File: config.mk
export PLATFORM = sky130hd
export DESIGN_NAME = lsu_mem_initiator
export DESIGN_NICKNAME = d
export VERILOG_FILES = /design/src/rtl/lsu_mem_initiator.sv
export SDC_FILE = /design/constraint.sdc
export NUM_CORES = 1
export LEC_CHECK = 0
export ABC_AREA = 1
export CAP_MARGIN = 5
export CORE_AREA = 8 8 122 124
export CTS_BUF_LIST = sky130_fd_sc_hd__clkbuf_2 sky130_fd_sc_hd__clkbuf_4 sky130_fd_sc_hd__clkbuf_8
export DETAILED_ROUTE_END_ITERATION = 10
export DIE_AREA = 0 0 130 132
export PLACE_DENSITY = 0.88
export SYNTH_ARGS = -nofsm -noshare
export SYNTH_HDL_FRONTEND = slang
export SYNTH_SLANG_ARGS = --single-unit
File: constraint.sdc
create_clock -name clk -period 5.6 [get_ports clk]
set_input_delay 0.84 -clock clk [delete_from_list [all_inputs] [get_ports clk]]
set_output_delay 0.84 -clock clk [all_outputs]
set_load 0.005 [all_outputs]
File: src/rtl/lsu_mem_initiator.sv
// Load/store unit front end: accepts one load/store from execute, drives a
// word-organised byte-enabled synchronous-read data memory (splitting
// misaligned accesses into two word accesses) and returns extended load data.
module lsu_mem_initiator #(
  parameter int ADDR_W  = 9,
  parameter int WORD_AW = 7
) (
  input  logic               clk,
  input  logic               rst_n,
  input  logic               req_valid,
  output logic               req_ready,
  input  logic               req_we,
  input  logic [ADDR_W-1:0]  req_addr,
  input  logic [2:0]         req_funct3,
  input  logic [31:0]        req_wdata,
  output logic               rsp_valid,
  input  logic               rsp_ready,
  output logic [31:0]        rsp_rdata,
  output logic               rsp_err,
  output logic               mem_req,
  output logic               mem_we,
  output logic [WORD_AW-1:0] mem_addr,
  output logic [3:0]         mem_be,
  output logic [31:0]        mem_wdata,
  input  logic [31:0]        mem_rdata
);

  typedef enum logic [2:0] {
    S_IDLE,
    S_REQ0,
    S_REQ1,
    S_DONE,
    S_RESP
  } state_t;

  state_t state_q, state_d;

  logic              we_q;
  logic [ADDR_W-1:0] addr_q;
  logic [2:0]        funct3_q;
  logic [31:0]       wdata_q;
  logic [31:0]       lo_q;
  logic [31:0]       rdata_q;
  logic              err_q;

  logic [1:0]         off;
  logic [3:0]         sizeMask;
  logic [7:0]         sh;
  logic               split;
  logic [4:0]         rotAmt;
  logic [5:0]         rotInv;
  logic [31:0]        rotWdata;
  logic [WORD_AW-1:0] wordAddr;
  logic [WORD_AW-1:0] wordAddrNext;
  logic [31:0]        loWord;
  logic [31:0]        hiWord;
  logic [31:0]        shifted;
  logic [31:0]        loadResult;
  logic               reqLegal;

  assign off          = addr_q[1:0];
  assign sh           = {4'b0000, sizeMask} << off;
  assign split        = |sh[7:4];
  assign rotAmt       = {off, 3'b000};
  assign rotInv       = 6'd32 - {1'b0, rotAmt};
  assign rotWdata     = (wdata_q << rotAmt) | (wdata_q >> rotInv);
  assign wordAddr     = addr_q[ADDR_W-1:2];
  assign wordAddrNext = wordAddr + WORD_AW'(1);

  assign rsp_valid = (state_q == S_RESP);
  assign rsp_rdata = rdata_q;
  assign rsp_err   = err_q;

  // Decode access size into a byte mask and check the incoming funct3
  always_comb begin
    sizeMask = 4'b1111;
    reqLegal = 1'b0;
    case (funct3_q[1:0])
      2'b00:   sizeMask = 4'b0001;
      2'b01:   sizeMask = 4'b0011;
      default: sizeMask = 4'b1111;
    endcase
    case (req_funct3)
      3'b000, 3'b001, 3'b010, 3'b100, 3'b101: reqLegal = 1'b1;
      default:                                reqLegal = 1'b0;
    endcase
  end

  // Align the returned word(s) down to lane 0 and extend to 32 bits
  always_comb begin
    loWord     = split ? lo_q : mem_rdata;
    hiWord     = split ? mem_rdata : 32'h0;
    shifted    = (loWord >> rotAmt) | (hiWord << rotInv);
    loadResult = shifted;
    case (funct3_q)
      3'b000:  loadResult = {{24{shifted[7]}}, shifted[7:0]};
      3'b001:  loadResult = {{16{shifted[15]}}, shifted[15:0]};
      3'b100:  loadResult = {24'h0, shifted[7:0]};
      3'b101:  loadResult = {16'h0, shifted[15:0]};
      default: loadResult = shifted;
    endcase
    if (we_q) begin
      loadResult = 32'h0;
    end
  end

  // Next-state and memory-port drive; strobes drop as soon as reset is seen
  always_comb begin
    state_d   = state_q;
    req_ready = 1'b0;
    mem_req   = 1'b0;
    mem_we    = 1'b0;
    mem_addr  = '0;
    mem_be    = 4'b0000;
    mem_wdata = 32'h0;
    case (state_q)
      S_IDLE: begin
        req_ready = 1'b1;
        if (req_valid) begin
          state_d = reqLegal ? S_REQ0 : S_RESP;
        end
      end
      S_REQ0: begin
        mem_req   = 1'b1;
        mem_we    = we_q;
        mem_addr  = wordAddr;
        mem_be    = sh[3:0];
        mem_wdata = rotWdata;
        state_d   = split ? S_REQ1 : S_DONE;
      end
      S_REQ1: begin
        mem_req   = 1'b1;
        mem_we    = we_q;
        mem_addr  = wordAddrNext;
        mem_be    = sh[7:4];
        mem_wdata = rotWdata;
        state_d   = S_DONE;
      end
      S_DONE: begin
        state_d = S_RESP;
      end
      S_RESP: begin
        if (rsp_ready) begin
          state_d = S_IDLE;
        end
      end
      default: state_d = S_IDLE;
    endcase
    if (!rst_n) begin
      mem_req = 1'b0;
      mem_we  = 1'b0;
      mem_be  = 4'b0000;
    end
  end

  // State register plus request latch, low-word capture and response registers
  always_ff @(posedge clk) begin
    if (!rst_n) begin
      state_q  <= S_IDLE;
      we_q     <= 1'b0;
      addr_q   <= '0;
      funct3_q <= 3'b000;
      wdata_q  <= 32'h0;
      lo_q     <= 32'h0;
      rdata_q  <= 32'h0;
      err_q    <= 1'b0;
    end else begin
      state_q <= state_d;
      case (state_q)
        S_IDLE: begin
          if (req_valid) begin
            we_q     <= req_we;
            addr_q   <= req_addr;
            funct3_q <= req_funct3;
            wdata_q  <= req_wdata;
            if (!reqLegal) begin
              err_q   <= 1'b1;
              rdata_q <= 32'h0;
            end
          end
        end
        S_REQ1: begin
          lo_q <= mem_rdata;
        end
        S_DONE: begin
          rdata_q <= loadResult;
        end
        S_RESP: begin
          if (rsp_ready) begin
            err_q <= 1'b0;
          end
        end
        default: ;
      endcase
    end
  end

endmodule
-- Word-level counts from Yosys, hierarchy flattened
Index checks and enable logic that the tools add are counted.
- input port bits: 81
- bits in registers: 113
- output and inout port bits: 80
- word-level logic and storage cells: 72
- reduce and logical (&&, ||, !) cells: 13
- bitwise gates (word level): 2
- multiplexer cells: 27
- equal/unequal tests: 15
- add/subtract/negate cells: 2
- shift-type cells: 5
- operators with widths (kind ; number):
    32-bit two-way mux ; 6
    32-bit case mux with 4 select lines ; 1
    32-bit OR ; 2
    32-bit case mux with 2 select lines ; 1
    32-bit by 5-bit left shift with 32-bit output ; 1
    32-bit by 6-bit left shift with 32-bit output ; 1
    32-bit by 5-bit >> shifter with 32-bit output ; 1
    32-bit by 6-bit >> shifter with 32-bit output ; 1
    4-bit case mux with 2 select lines ; 2
    3-bit == test, second input constant ; 5
    3-bit case mux with 5 select lines ; 1
    7-bit case mux with 2 select lines ; 1
    1-bit two-way mux ; 10
    3-bit by 1-bit == test with 1-bit output, second input constant ; 3
    3-bit by 2-bit == test with 1-bit output, second input constant ; 3
    3-bit logical NOT ; 3
    3-bit two-way mux ; 3
    4-bit by 2-bit left shift with 8-bit output ; 1
    7-bit by 1-bit adder with 7-bit output, second input constant ; 1
    6-bit by 5-bit subtractor with 6-bit output, first input constant ; 1
    5-bit OR reduction ; 1
    4-bit two-way mux ; 1
    2-bit inequality test, second input constant ; 2
    2-bit AND reduction ; 2
    other kinds (9) ; 10

-- Depth between registers and ports, before layout
Gate-level depths: netlist of run 1.
- depth in word-level cells: 10
- depth in mapped cells: 16
- gate-level depth less buffers: 13

-- Worst setup path after synthesis of run 1
OpenSTA, ideal clock, no wires.
- path kind: reg-to-output
- start: reg addr_q[1]
- end: out mem_wdata[11]
- slack: 2.245 ns
- buffers on the path: 5
- data required time: 4.760 ns
- cell stages (with the launch flop): 13
- arrival time: 2.515 ns
- cell sequence: dfxtp_1 > inv_1 > buf_2 > buf_2 > buf_1 > ha_1 > nor2_1 > clkbuf_1 > buf_1 > nand2_1 > o211ai_1 > nand2_1 > inv_1
- longest elaborated chain between the ends: 4
- elaborated cells on any way between the ends: 5
- classes of those cells: 1 x add/sub; 2 x shift; 1 x mux; 1 x bitwise
- ends and longest elaborated chain (item ; RTL line ; RTL):
    start: declaration ; 39 ; logic [ADDR_W-1:0] addr_q;
    start signal: assignment ; 173 ; addr_q <= req_addr;
    6-bit by 5-bit subtractor with 6-bit output ; 65 ; assign rotInv = 6'd32 - {1'b0, rotAmt};
    32-bit by 6-bit >> shifter with 32-bit output ; 66 ; assign rotWdata = (wdata_q << rotAmt) | (wdata_q >> rotInv);
    32-bit OR * ; 66 ;
    32-bit two-way mux * ; 116 ; case (state_q)
    end: declaration ; 24 ; output logic [31:0] mem_wdata,
Every way passes the cells marked *; elsewhere a longest branch is shown, timed or not.

-- Worst setup path after layout of run 1
- start: reg addr_q[1]
- end: out mem_wdata[7]
The elaborated chain is that of the path after synthesis.

==> reports/qor.txt, run 1 <==
Status -> finished clean
DIE HEIGHT -> 132 um
Yosys reg bits -> 113
WL/cell -> 17.0 um
Power Density -> 328 mW/mm^2
Row count -> 42
Fin Setup TNS -> 0 ns
Slew HR -> 30.7%
Final Non-Filler Cells -> 1,462
CP Capture Type -> output port
Root buffer cell -> clkbuf_8
Worst Max-Slew Pin Slew -> 1.04 ns
First-pass GRT wire length -> 40,000 um
Fmax -> 215 MHz
Worst r2r path cells -> 13
Nets -> 1,356
Via count -> 8,410
Compound-Gate Fraction of Synth Area -> 28.1%
Clock Skew -> 0.00870 ns
Min-Delay Path Depth -> 2
FF-to-FF setup slack -> 1.99 ns
Mux cell area share after synthesis -> 0%
Syn. warnings -> 0
ANT cells -> 0
Synth unique cells -> 44
Final count of pins violating max slew -> 0
CP Cell Sequence -> buf_4 -> inv_1 -> ha_1 -> nor2_1 -> inv_1 -> o21ai_0 -> o21ai_0 -> inv_1 -> clkdlybuf4s50_1
Initial antenna violation count -> 0
Cts hold-fix bufs -> 0
Critical path peak fanout -> 48
Final wirelength -> 24,900 um
Top delay family on crit path -> buffers and inverters
Adder-cell share of the synthesized area -> 0.345%
Post-CTS Setup Bufs -> 0
XOR/XNOR share of the synthesized area -> 0%
Worst r2r dst -> rsp_rdata[22]
Synth Area per Inst -> 6.21 um^2
PortBufs -> 160
Width of the die -> 130 um
Buf/Inv on CP -> 5
Max incr delay on CP -> 0.58 ns
Syn nets -> 1,251
Final setup violation count -> 0
Layout cells sized above 1 -> 7.15%
Core Region -> 0.0130 mm^2
RSZ-0062 raised after global routing -> no
Hold EP -> lo_q[24]
Leak Pwr -> 0.00353 uW
Hold_sp -> lo_q[24]
Worst hold-check path type -> reg2reg
Number of cells after detailed placement -> 1,430
Final HPWL DP -> 17,100 um
IO Count -> 161
Critical path class -> reg2out
Resize count post-CTS -> 0
Clk buf depth -> 2
Vias per inst -> 5.75
Reg clk slew, reported paths -> 0.07 ns
Crit share post-route -> 83.0%
GRT overflow -> 0
Number of flops mapped to enable cells by yosys -> 0
Asr flop ratio synth -> 0%
Max IR drop VDD -> 0.180 mV
Vias in the first global route -> 8,186
Highest-delay cell along the critical path -> inv_1
H-Tree Depth -> 4
RD Place Congestion -> 1.01
Fin. Hold Viols -> 0
Die area -> 0.0172 mm^2
Worst-skew pair later-pin latency -> 0.45 ns
Initial Utilization -> 55.9%
Worst r2r src -> addr_q[0]
Crit path time final -> 4.65 ns
CTS Buf Count -> 17
Top FF cell, synth -> dfxtp_1
Final total power -> 2990 uW
TritonRoute pass-1 iters -> 5
Largest family of logic cells by synthesized area -> simple AND/OR/NAND/NOR gates
Netlist Area Pre-Place -> 0.00725 mm^2
Setup crit start kind -> flop
TritonCTS clock tree -> done
CP Data Arrival Time -> 3.81 ns
Clk sinks -> 113
Drc violations -> 0
CP required -> 4.76 ns
Max Cap Violations -> 0
Synth Area in Simple Gates -> 29.5%
Synth Instances -> 1,168
Syn-to-layout area delta -> 25.7%
Largest net degree at the start of global routing -> 86
Iter 0 DRT Violations -> 857
Final ANT Viol Nets -> 0
Final hold slack -> 0.455 ns
Most used cell, CP -> inv_1
Crit path from -> addr_q[1]
GRT Total Usage -> 28.9%
Post-synthesis sequential area ratio -> 31.2%
==> cells in the mapped netlist (all sizes together), types with 3 or more instances <==
cell type	n	area (um^2)
clkbuf	49	184
nand2	335	1290
a31oi	8	50.1
nor3	8	55.1
buf	38	254
dfxtp	113	2260
o22ai	9	56.3
inv	89	339
nor2	80	317
o211ai	22	175
nand3	80	448
a21oi	137	731
o221ai	3	26.3
o21ai	179	907
==> final cells by class <==
class	count	area (um^2)
clock buffers	22	290
clock inverters	10	85.1
fillers	1148	3870
inverters	91	347
multi-input cells	877	4210
flip-flops and latches	113	2270
well taps	176	220
repair buffers	173	1690
==> registers in the layout, indices dropped and copies added, names as in the netlist <==
signal     cells
lo_q          32
rsp_rdata     32
wdata_q       32
addr_q         9
funct3_q       3
state_q        3
rsp_err        1
we_q           1
==> metrics by stage <==
stage	area, um^2	setup WS [ns]	util (%)
final	9110	0.951	70.2
after global routing	9110	0.823	70.2
after CTS	9110	1.06	70.2
after detailed placement	8740	1.57	67.3
after global placement	8740	1.69	67.3
after floorplan	7250	2.24	-
==> routing by layer <==
metal  global-route usage [%]  vias up  wire length (um)
li1                         -     4096                 -
met1                     32.0     3710              9310
met2                     46.3      487             11500
met3                     8.86      117              2580
met4                     19.9        0              1540
met5                        0        -                 0
==> cell usage in the layout, fill, tap and decap left out, drive strengths merged, types with 2 or more instances in the layout <==
master,netlist,layout
clkinv,2,7
a21oi,137,137
o22ai,9,9
buf,38,14
a211oi,2,2
o21a,2,2
o21ai,179,179
inv,89,89
clkdlybuf4s50,0,159
nor2,80,80
ha,2,2
nand3,80,80
a31oi,8,8
dfxtp,113,113
clkbuf,49,22
o211ai,22,22
o31ai,2,2
or2,2,2
clkinvlp,0,4
nor3,8,8
o221ai,3,3
nand2,335,335
==> cell families after synthesis <==
logic type | count (synthesis)
DFF | 113
and+or+nand+nor | 507
buffers and inverters | 178
AOI/OAI and AO/OA | 368
adders and majority gates | 2
==> where the power goes <==
part	switching [uW]	leakage (uW)	internal, uW	total [uW]
combinational	806	0.00242	423	1230
sequential	96.9	0.000924	918	1020
clock	353	0.000187	391	744
total	1260	0.00353	1730	2990
==> worst max path at each step <==
stage	to	depth (start not counted)
after global routing	mem_wdata[7]	9
after global placement	mem_wdata[7]	9
after CTS	mem_wdata[7]	9
after detailed placement	mem_wdata[7]	9
final	mem_wdata[7]	9
after floorplan	mem_wdata[11]	12
==> worst register-to-register path: stages (launching register included) <==
cell and delay [ns]:
dfxtp_4 0.71, buf_4 0.58, nand2_2 0.15, nand2_4 0.13, nand2_4 0.37, inv_1 0.19
buf_4 0.35, nand2_1 0.10, o21ai_0 0.15, o21a_1 0.19, nand2_1 0.06, a21oi_1 0.33
nand2_1 0.12, a21oi_2 0.13
Note: power is estimated with default switching activity, not from simulation.
==> run 2, diff against run 1 <==
Settings changed: CORE_AREA 8 8 122 124 to 8 8 126 128, DIE_AREA 0 0 130 132 to 0 0 134 136, PLACE_DENSITY 0.88 to 0.83.
Clock period 5.6 ns to 4.9 ns, I/O delays scaled along.
==> run 2 against run 1 <==
  * Power rose by 18%
  * Core utilization fell by 4.8 points
  * Sequential cell count did not move
  * Via count fell by 0.29%
  * Cell area rose by 0.80%
  * Critical path depth fell by 2
  * Register-to-register slack got worse by 0.20 ns
  * Non-clock buffer count rose by 2
  * Worst hold slack improved by 0.0017 ns
  * Sequential share of layout area fell by 0.20 points
  * Routed wire length barely moved
==> reports/qor.txt, run 2 (synthesis results as in run 1) <==
RD Place Congestion -> 0.956
CP Cell Sequence -> inv_1 -> nor3_2 -> inv_1 -> nand2_1 -> inv_2 -> a31oi_1 -> clkdlybuf4s50_1
Initial Utilization -> 51.7%
FF-to-FF setup slack -> 1.79 ns
Nets -> 1,358
Crit share post-route -> 83.1%
Worst Max-Slew Pin Slew -> 1.08 ns
Worst r2r dst -> rsp_rdata[17]
Width of the die -> 134 um
TritonCTS clock tree -> done
PortBufs -> 160
Syn-to-layout area delta -> 26.7%
ANT cells -> 0
GRT Total Usage -> 27.3%
Leak Pwr -> 0.00356 uW
Die area -> 0.0182 mm^2
CP required -> 4.16 ns
Reg clk slew, reported paths -> 0.07 ns
Final hold slack -> 0.456 ns
Setup crit start kind -> flop
Initial antenna violation count -> 0
Final setup violation count -> 0
Fin. Hold Viols -> 0
Row count -> 44
Fmax -> 246 MHz
Worst r2r path cells -> 13
CP Capture Type -> output port
Slew HR -> 28.1%
CTS Buf Count -> 17
Max Cap Violations -> 0
Clk buf depth -> 2
TritonRoute pass-1 iters -> 8
IO Count -> 161
Most used cell, CP -> inv_1
Post-CTS Setup Bufs -> 0
Most frequent cells in the layout -> nand2_1, clkdlybuf4s50_1, o21ai_0
Clk sinks -> 113
Final count of pins violating max slew -> 0
Status -> finished clean
Worst hold-check path type -> reg2reg
GRT overflow -> 0
Final total power -> 3520 uW
Hold_sp -> lo_q[20]
Hold EP -> lo_q[20]
Iter 0 DRT Violations -> 1,048
Power Density -> 384 mW/mm^2
DIE HEIGHT -> 136 um
Vias in the first global route -> 8,021
Largest net degree at the start of global routing -> 117
Cts hold-fix bufs -> 0
Crit path time final -> 4.07 ns
Final wirelength -> 24,900 um
WL/cell -> 16.9 um
Root buffer cell -> clkbuf_8
Max IR drop VDD -> 0.187 mV
CP Data Arrival Time -> 3.34 ns
Critical path peak fanout -> 19
H-Tree Depth -> 4
Min-Delay Path Depth -> 2
Commonest non-fill, non-tap cell in the layout -> nand2_1
Fin Setup TNS -> 0 ns
RSZ-0062 raised after global routing -> no
Core Region -> 0.0140 mm^2
Drc violations -> 0
Vias per inst -> 5.70
Layout cells sized above 1 -> 7.30%
Worst-skew pair later-pin latency -> 0.46 ns
Worst r2r src -> addr_q[0]
Highest-delay cell along the critical path -> nand2_1
Max incr delay on CP -> 0.58 ns
Clock Skew -> 0.00780 ns
Via count -> 8,386
Resize count post-CTS -> 0
Final ANT Viol Nets -> 0
Final HPWL DP -> 17,000 um
First-pass GRT wire length -> 40,300 um
Critical path class -> reg2out
==> run 2: cell types whose count changed in the layout (fill, tap and decap cells not counted), sizes merged <==
cell	previous run	this run
bufinv	1	3
clkinv	7	6
clkinvlp	4	3
buf	14	16
==> run 2: worst max-delay path, delay by kind of cell (launching register included) <==
family | cells | cell delay [ns]
AO/OA/AOI/OAI | 1 | 0.32
AND/OR/NAND/NOR | 2 | 0.94
flip-flops | 1 | 0.39
buffers and inverters | 4 | 1.23
==> run 2: report_power, final <==
group	switching [uW]	internal, uW
logic	945	490
clock network	404	550
registers	85.9	1050
==> run 2: worst max path at each step <==
stage,from,endpoint,slack (ns),cells after the start
after floorplan,addr_q[1],mem_wdata[11],1.65,12
after global placement,state_q[0],mem_wdata[23],1.40,7
after detailed placement,state_q[0],mem_wdata[23],1.39,7
after CTS,state_q[0],mem_wdata[23],0.89,7
after global routing,addr_q[1],mem_wdata[5],0.64,8
final,state_q[0],mem_wdata[23],0.83,7
==> run 2: cell type report <==
| class | instances | area [um^2] |
|---|---|---|
| clock inverters | 10 | 133 |
| clock buffers | 22 | 290 |
| repair buffers | 175 | 1710 |
| multi-input cells | 877 | 4210 |
| flip-flops and latches | 113 | 2270 |
| well taps | 184 | 230 |
| inverters | 91 | 347 |
| fillers | 1314 | 4850 |
==> run 2: through the flow <==
stage | utilization (%) | setup slack [ns] | instances | cell area (um^2)
after CTS | 65.4 | 0.886 | 1472 | 9190
after global routing | 65.4 | 0.642 | 1472 | 9190
after detailed placement | 62.4 | 1.39 | 1440 | 8760
final | 65.4 | 0.829 | 1472 | 9190
after floorplan | - | 1.65 | 1168 | 7250
after global placement | 62.4 | 1.40 | 1440 | 8760
==> run 2: per-layer routing <==
metal  up-vias  global-route usage, %  part of all wire, %
met5         -                      0                    0
met4         0                   16.1                  5.5
met3        92                   7.65                  9.5
met2       470                   44.5                   45
met1      3734                   31.7                   40
li1       4090                      -                    -
==> run 3, diff against run 2 <==
Settings changed: CORE_AREA 8 8 126 128 to 8 8 132 134, DIE_AREA 0 0 134 136 to 0 0 140 142, PLACE_DENSITY 0.83 to 0.79.
Clock period 4.9 ns to 3.61 ns, I/O delays scaled along.
==> run 3 against run 2 <==
  * Sequential share of layout area down 0.21 points
  * Via count up 0.14%
  * Sequential power up 34%
  * Critical path depth up 3
  * Routed wire length up 2.2%
  * Worst setup slack worse by 0.67 ns
  * Die area up 9.1%
  * Cell area up 0.84%
  * Clock power up 33%
  * Register-to-register slack worse by 1.0 ns
  * Clock skew up 0.0025 ns
  * Largest cell class unchanged
  * Largest power group unchanged
  * Highest routed layer unchanged
==> reports/qor.txt, run 3 (synthesis results as in run 1) <==
Status -> finished clean
Critical path class -> reg2out
Final HPWL DP -> 17,900 um
Slew HR -> 49.3%
# fillers -> 1,507
TritonCTS clock tree -> done
CP Data Arrival Time -> 2.91 ns
Combinational power share -> 41.8%
Register area -> 0.00227 mm^2
Worst hold-check path type -> reg2reg
WL/cell -> 17.1 um
Row count -> 46
Worst-skew pair later-pin latency -> 0.45 ns
Commonest non-fill, non-tap cell in the layout -> nand2_1
Die area -> 0.0199 mm^2
Layout cells sized above 1 -> 7.87%
Clk buf depth -> 2
Largest net degree at the start of global routing -> 117
Root buffer cell -> clkbuf_8
GRT overflow -> 0
Final setup violation count -> 0
Max Cap Violations -> 0
IO Count -> 161
Core Region -> 0.0154 mm^2
Psw -> 1970 uW
RSZ-0062 raised after global routing -> yes
Most frequent cells in the layout -> nand2_1, clkdlybuf4s50_1, o21ai_0
CP Capture Type -> output port
Switching Fraction -> 40.7%
Post-route worst setup slack -> 0.155 ns
Vias per inst -> 5.64
Power Density -> 521 mW/mm^2
Max IR drop VDD -> 0.272 mV
Syn-to-layout area delta -> 27.7%
Clock power share -> 26.4%
Leak Pwr -> 0.00361 uW
Final ANT Viol Nets -> 0
GRT Total Usage -> 25.6%
Fmax -> 289 MHz
Post-layout util -> 60.1%
PortBufs -> 160
Width of the die -> 140 um
Vias in the first global route -> 8,183
Multi-input gate area -> 0.00421 mm^2
Cell-internal power -> 2860 uW
Final wirelength -> 25,500 um
Clk sinks -> 113
Worst slack, placed -> 0.576 ns
DIE HEIGHT -> 142 um
RD Place Congestion -> 0.968
Drc violations -> 0
ANT cells -> 0
Final count of pins violating max slew -> 0
Fin Setup TNS -> 0 ns
Via count -> 8,398
First-pass GRT wire length -> 41,100 um
Critical path peak fanout -> 19
H-Tree Depth -> 4
Initial Utilization -> 47.0%
Iter 0 DRT Violations -> 866
Crit share post-route -> 95.7%
Worst Max-Slew Pin Slew -> 0.760 ns
Sequential Power Share -> 31.7%
CP required -> 3.07 ns
CTS Buf Count -> 17
Fin. Hold Viols -> 0
Initial antenna violation count -> 0
Final hold slack -> 0.456 ns
Clock Skew -> 0.0103 ns
TritonRoute pass-1 iters -> 5
Reg clk slew, reported paths -> 0.07 ns
Nets -> 1,367
Crit path time final -> 3.45 ns
Setup crit start kind -> flop
run 3: timing repair:
item,CTS,global route
resized for setup,0,2
hold endpoints to repair,0,0
hold buffers,0,0
buffers inserted,0,0
endpoints found under the setup margin,0,9
run 3: per-stage QoR:
step / instance area, um^2 / instances / power [uW]
global route: 9260 / 1488 / 5130
detailed placement: 8840 / 1457 / 3530
floorplan: 7250 / 1168 / 2860
CTS: 9260 / 1488 / 4800
global placement: 8840 / 1457 / 3510
finish: 9260 / 1488 / 4830
run 3: layout make-up:
class | count | share of cell area [%]
Multi-Input combinational cell | 877 | 45.5
Sequential cell | 113 | 24.5
Timing Repair Buffer | 184 | 19.3
Inverter | 91 | 3.74
Clock buffer | 21 | 3.05
Tap cell | 192 | 2.59
Clock inverter | 10 | 1.43
run 3: power groups by stage:
stage	Combinational, uW	Sequential [uW]	Clock [uW]
floorplan	1330	1520	0
global placement	1960	1550	0
detailed placement	1970	1550	0
CTS	1980	1530	1290
global route	2230	1550	1350
finish	2020	1530	1270
run 3: final timing paths:
check,from,to,slack [ns],cells past startpoint
worst max register to register,addr_q[0],rsp_rdata[20],0.78,14
worst max-delay path,addr_q[0],mem_wdata[11],0.16,10
worst min-delay path,lo_q[20],lo_q[20],0.46,2
worst min register to register,lo_q[20],lo_q[20],0.46,2
run 3: worst max-delay path: stages, from the launching register on:
cell and delay, ns:
dfxtp_4 0.35, inv_2 0.13, ha_1 0.36, inv_1 0.14, nor2_1 0.16, buf_4 0.17, inv_1 0.20, o211ai_1 0.30
nand2_1 0.09, inv_1 0.07, clkdlybuf4s50_1 0.50
run 3: routing by layer:
metal,vias up,GRT usage (%),wire length (um)
met3,85,7.08,2290
li1,4108,-,-
met1,3782,28.8,9880
met4,0,14.8,1350
met5,-,0,0
met2,423,43.0,12000
